### src/rtl/fifo_stream_reader.sv
// Drains a fixed-latency synchronous FIFO into a valid/ready stream.
// A credit check on skid space plus in-flight reads keeps returning words from being dropped.
module fifo_stream_reader #(
  parameter int DATA_WIDTH  = 32,
  parameter int RD_LATENCY  = 1,
  parameter int COUNT_WIDTH = 16
) (
  input  logic                   clk_i,
  input  logic                   rst_i,
  input  logic                   fifo_empty_i,
  output logic                   fifo_rd_en_o,
  input  logic [DATA_WIDTH-1:0]  fifo_rdata_i,
  input  logic                   flush_i,
  output logic                   m_valid_o,
  output logic [DATA_WIDTH-1:0]  m_data_o,
  input  logic                   m_ready_i,
  output logic [COUNT_WIDTH-1:0] cnt_o,
  output logic                   busy_o
);

  localparam int SKID_DEPTH = RD_LATENCY + 2;
  localparam int SKID_AW    = $clog2(SKID_DEPTH) + 1;
  localparam int PTR_W      = $clog2(SKID_DEPTH);

  localparam logic [PTR_W-1:0]   L_LAST  = PTR_W'(SKID_DEPTH - 1);
  localparam logic [SKID_AW:0]   L_DEPTH = (SKID_AW + 1)'(SKID_DEPTH);
  localparam logic [SKID_AW-1:0] L_ONE   = SKID_AW'(1);

  logic [DATA_WIDTH-1:0]  r_skid [SKID_DEPTH];
  logic [PTR_W-1:0]       r_wr_ptr;
  logic [PTR_W-1:0]       r_rd_ptr;
  logic [SKID_AW-1:0]     r_occ;
  logic [RD_LATENCY-1:0]  r_pipe;
  logic [COUNT_WIDTH-1:0] r_cnt;

  logic [SKID_AW-1:0] w_inflight;
  logic [SKID_AW:0]   w_used;
  logic               w_rd_en;
  logic               w_capture;
  logic               w_valid;
  logic               w_hs;

  function automatic logic [PTR_W-1:0] next_ptr(
    input logic [PTR_W-1:0] p
  );
    return (p == L_LAST) ? '0 : p + 1'b1;
  endfunction

  always_comb begin
    w_inflight = '0;
    for (int i = 0; i < RD_LATENCY; i++)
      w_inflight = w_inflight + SKID_AW'(r_pipe[i]);
  end

  assign w_used  = {1'b0, r_occ} + {1'b0, w_inflight};
  assign w_valid = (r_occ != '0);
  assign w_hs    = w_valid && m_ready_i;

  // Credits cover both stored and still-returning words.
  assign w_rd_en = !rst_i && !fifo_empty_i && !flush_i &&
                   (w_used < L_DEPTH);

  assign w_capture = r_pipe[RD_LATENCY-1] && !flush_i;

  always_ff @(posedge clk_i or posedge rst_i) begin
    if (rst_i) begin
      r_pipe <= '0;
    end else if (flush_i) begin
      r_pipe <= '0;
    end else begin
      r_pipe[0] <= w_rd_en;
      for (int i = 1; i < RD_LATENCY; i++)
        r_pipe[i] <= r_pipe[i-1];
    end
  end

  always_ff @(posedge clk_i) begin
    if (w_capture)
      r_skid[r_wr_ptr] <= fifo_rdata_i;
  end

  always_ff @(posedge clk_i or posedge rst_i) begin
    if (rst_i) begin
      r_wr_ptr <= '0;
      r_rd_ptr <= '0;
      r_occ    <= '0;
    end else if (flush_i) begin
      r_wr_ptr <= '0;
      r_rd_ptr <= '0;
      r_occ    <= '0;
    end else begin
      if (w_capture)
        r_wr_ptr <= next_ptr(r_wr_ptr);
      if (w_hs)
        r_rd_ptr <= next_ptr(r_rd_ptr);
      case ({w_capture, w_hs})
        2'b10:   r_occ <= r_occ + L_ONE;
        2'b01:   r_occ <= r_occ - L_ONE;
        default: r_occ <= r_occ;
      endcase
    end
  end

  // A handshake in the flush cycle still completes.
  always_ff @(posedge clk_i or posedge rst_i) begin
    if (rst_i)
      r_cnt <= '0;
    else if (w_hs)
      r_cnt <= r_cnt + 1'b1;
  end

  assign fifo_rd_en_o = w_rd_en;
  assign m_valid_o    = w_valid;
  assign m_data_o     = w_valid ? r_skid[r_rd_ptr] : '0;
  assign cnt_o        = r_cnt;
  assign busy_o       = w_valid || (|r_pipe);

endmodule
### config.mk
export PLATFORM = sky130hd
export DESIGN_NAME = fifo_stream_reader
export DESIGN_NICKNAME = d
export VERILOG_FILES = /design/src/rtl/fifo_stream_reader.sv
export SDC_FILE = /design/constraint.sdc
export NUM_CORES = 1
export LEC_CHECK = 0
export ABC_AREA = 1
export CORE_MARGIN = 2
export CORE_UTILIZATION = 48
export CTS_CLUSTER_DIAMETER = 120
export DETAILED_ROUTE_END_ITERATION = 8
export PLACE_DENSITY = 0.78
export SLEW_MARGIN = 20
export SYNTH_ARGS = -nofsm -noshare
export SYNTH_HDL_FRONTEND = slang
export SYNTH_SLANG_ARGS = --single-unit
### constraint.sdc
create_clock -name clk_i -period 3 [get_ports clk_i]
set_input_delay 0.75 -clock clk_i [delete_from_list [all_inputs] [get_ports clk_i]]
set_output_delay 0.75 -clock clk_i [all_outputs]
set_load 0.01 [all_outputs]
==> impl_metrics.py <==
metrics = {
    "outcome": {
        "status": "finished, final reports clean",
    },
    "sta": {
        "final_hold_viol_count": 0,
        "finClkSkew_ps": 11.3,
        "fin_tns_setup_ps": 0,
        "slew_viol_final": 0,
        "setup_viol": 0,
        "timing.fmax_mhz": 345,
        "hold_ws_ps": 530,
        "slew_headroom_pct": 78.6,
        "period_needed_ps": 2890,
        "rsz0062_at_grt": "true",
        "worst_slack_ps": 105,
        "worst_slew_pin_slew_ps": 321,
        "min_period_over_period_pct": 96.5,
    },
    "setup_path": {
        "r2r_slack_ps": 980,
        "critPathTopFamily": "buffers and inverters",
        "path_max_fanout": 34,
        "crit_type": "reg2out",
        "cp_num_buf_inv": 4,
        "critPathArrivalTime_ps": 2140,
        "cp_data_required_time_ps": 2250,
        "worstSetupEndpointType": "primary output",
        "worstReg2RegEnd": "r_occ[2]$_DFFE_PP0P_",
        "worst-path-stages": 7,
        "crit_path_start_kind": "register",
        "path_cells": "inv_2, buf_8, nand3_1, nand3_1, nand2_1, inv_1, clkdlybuf4s50_1",
        "cp_slowest_cell": "clkdlybuf4s50_1",
        "rr_worst_depth": 9,
        "critPathMostFrequentCell": "nand3_1",
        "cp_slowest_stage_delay_ps": 550,
        "r2r_start": "r_occ[1]$_DFFE_PP0P_",
    },
    "yosys": {
        "synth.distinct_cells": 31,
        "ys_seq_area_share_pct": 66.5,
        "yosysWarningCount": 0,
        "synthesis.nets": 529,
        "yosysMostFrequentCell": "nand2_1",
        "yosys_most_used_dff": "edfxtp_1",
        "yosysTopAreaCellShare_pct": 55.0,
        "synthCells": 488,
        "async_flop_share_pct": 20.0,
        "synth_commonest_cells": "nand2_1 (155), edfxtp_1 (96), nand3_1 (73)",
        "synth_area_um2": 5240,
        "synth_area_leaders": "edfxtp_1 (55%), dfrtp_1 (11%), nand2_1 (11%)",
        "syn_area_per_cell_um2": 10.7,
        "synth_area_leader_cell": "edfxtp_1",
        "synth_seq_cells": 120,
        "synth_edf_count": 96,
    },
    "global_routing": {
        "antenna_found_initial": 0,
        "grt_remaining_overflow": 0,
        "grt_pass1_wl_um": 18100,
        "grt_start_max_net_pins": 36,
        "grt_pass1_vias": 3761,
        "grt_usage_pct": 20.4,
    },
    "cts": {
        "path_clk_slew_ps": 60,
        "cts_tree": "done",
        "clock_path_buffers": 2,
        "clk_latency_ps": 510,
        "cts_buffers": 17,
        "htree_levels": 4,
        "cts_sinks": 120,
        "root_buffer": "clkbuf_8",
    },
    "flow_run": {
        "max-cap-violations": 0,
    },
    "place": {
        "gp_congestion": 0.913,
        "dpl-instance-area_um2": 6360,
        "io_buffers": 87,
        "dpl.hpwl_um": 6830,
        "place_ws_ps": 119,
    },
    "routing": {
        "routed_wl_um": 11400,
        "vias": 3856,
        "drc": 0,
        "firstDrtPassIters": 5,
        "wl_per_cell_um": 15.3,
        "drt-initial-drc-count": 206,
        "routed_via_density": 5.20,
        "ant_nets": 0,
    },
    "floorplan": {
        "die_h_um": 108,
        "io_pins": 88,
        "dieArea_um2": 11800,
        "die_w_um": 108,
        "start_util_pct": 48.8,
        "core_area_um2": 10700,
        "num_rows": 38,
    },
    "power_and_ir_drop": {
        "leakagePower_nw": 2.90,
        "ir_drop_uv": 407,
        "pwr_density_cell_nw_per_um2": 719,
    },
    "hold_path": {
        "hold_path_class": "reg2reg",
        "holdPathEnd": "cnt_o[14]$_DFFE_PP0P_",
        "hold_path_depth": 2,
        "min_from": "cnt_o[14]$_DFFE_PP0P_",
    },
    "cells_and_area": {
        "nets": 630,
        "syn_to_final_growth_pct": 33.5,
        "drive_above_1_share_pct": 11.0,
        "antenna_cells": 0,
        "final_util_pct": 65.1,
        "fin_area_um2": 7000,
    },
}
-- power by group --
part / internal (mW) / leakage [nW] / switching [mW]
Sequential: 1.88 / 1.19 / 0.101
Combinational: 0.517 / 1.44 / 0.590
Clock: 1.19 / 0.270 / 0.750
-- cell families after synthesis --
family	count (synthesis)	share of synthesized area (%)
compound gates	12	1.41
buf+inv	72	5.68
fa+ha+maj	4	1.10
xor+xnor	10	1.96
simple gates	270	23.4
flops	120	66.5
-- placed cells by master, fill, tap and decap left out, drive strengths merged, types with 5 or more instances in the layout --
cell type	synthesis	final
nor2	22	22
o21ai	8	8
xor2	5	5
edfxtp	96	96
nand3	74	74
dfrtp	24	24
clkdlybuf4s50	0	84
nand2	161	161
xnor2	5	5
nand4	9	9
inv	54	60
buf	9	11
clkbuf	8	18
-- worst min-delay path: cells and delay by family, from the launching register on --
kind,cells,cell delay [ps]
simple gates,2,120
flops,1,390
-- per-stage QoR --
step,total power [mW],cells
finish,5.03,742
global route,5.25,742
CTS,5.04,740
detailed placement,3.09,708
global placement,3.06,708
floorplan,2.55,488
-- flip-flops by register name (all words and copies together), names as in the netlist --
name	count
r_rd_ptr	2
r_skid	96
r_occ	3
r_pipe	1
r_wr_ptr	2
cnt_o	16
-- routing by layer --
layer / routed length [um] / vias to the layer above / GRT usage (%)
li1: - / 1833 / -
met1: 4870 / 1864 / 25.1
met2: 5650 / 146 / 34.2
met3: 762 / 13 / 5.00
met4: 99 / 0 / 8.70
met5: 0 / - / 0
-- layout make-up --
type / count / area (um2)
Inverter: 55 / 216
Timing Repair Buffer: 99 / 1060
Sequential cell: 120 / 3480
Fill cell: 843 / 3750
Tap cell: 140 / 175
Multi-Input combinational cell: 296 / 1490
Clock buffer: 17 / 414
Clock inverter: 15 / 164
-- how the worst max path moves through the flow --
stage          slack, ps                    start                     end
2_1_floorplan        220                  flush_i  r_skid[0][0]$_DFFE_PP_
3_3_place_gp         100                  flush_i            fifo_rd_en_o
3_5_place_dp         120                  flush_i            fifo_rd_en_o
4_1_cts               20  r_rd_ptr[1]$_DFFE_PP0P_            m_data_o[26]
5_1_grt              -10  r_rd_ptr[1]$_DFFE_PP0P_            m_data_o[21]
6_report             110  r_rd_ptr[1]$_DFFE_PP0P_            m_data_o[16]
-- timing repair --
| item | in CTS | in global routing |
|---|---|---|
| cloned | 0 | 1 |
| gates resized for setup | 4 | 7 |
| setup endpoints to repair | 28 | 28 |
| hold buffers | 0 | 0 |
| setup buffers | 0 | 1 |
(Power assumes the default switching activity.)
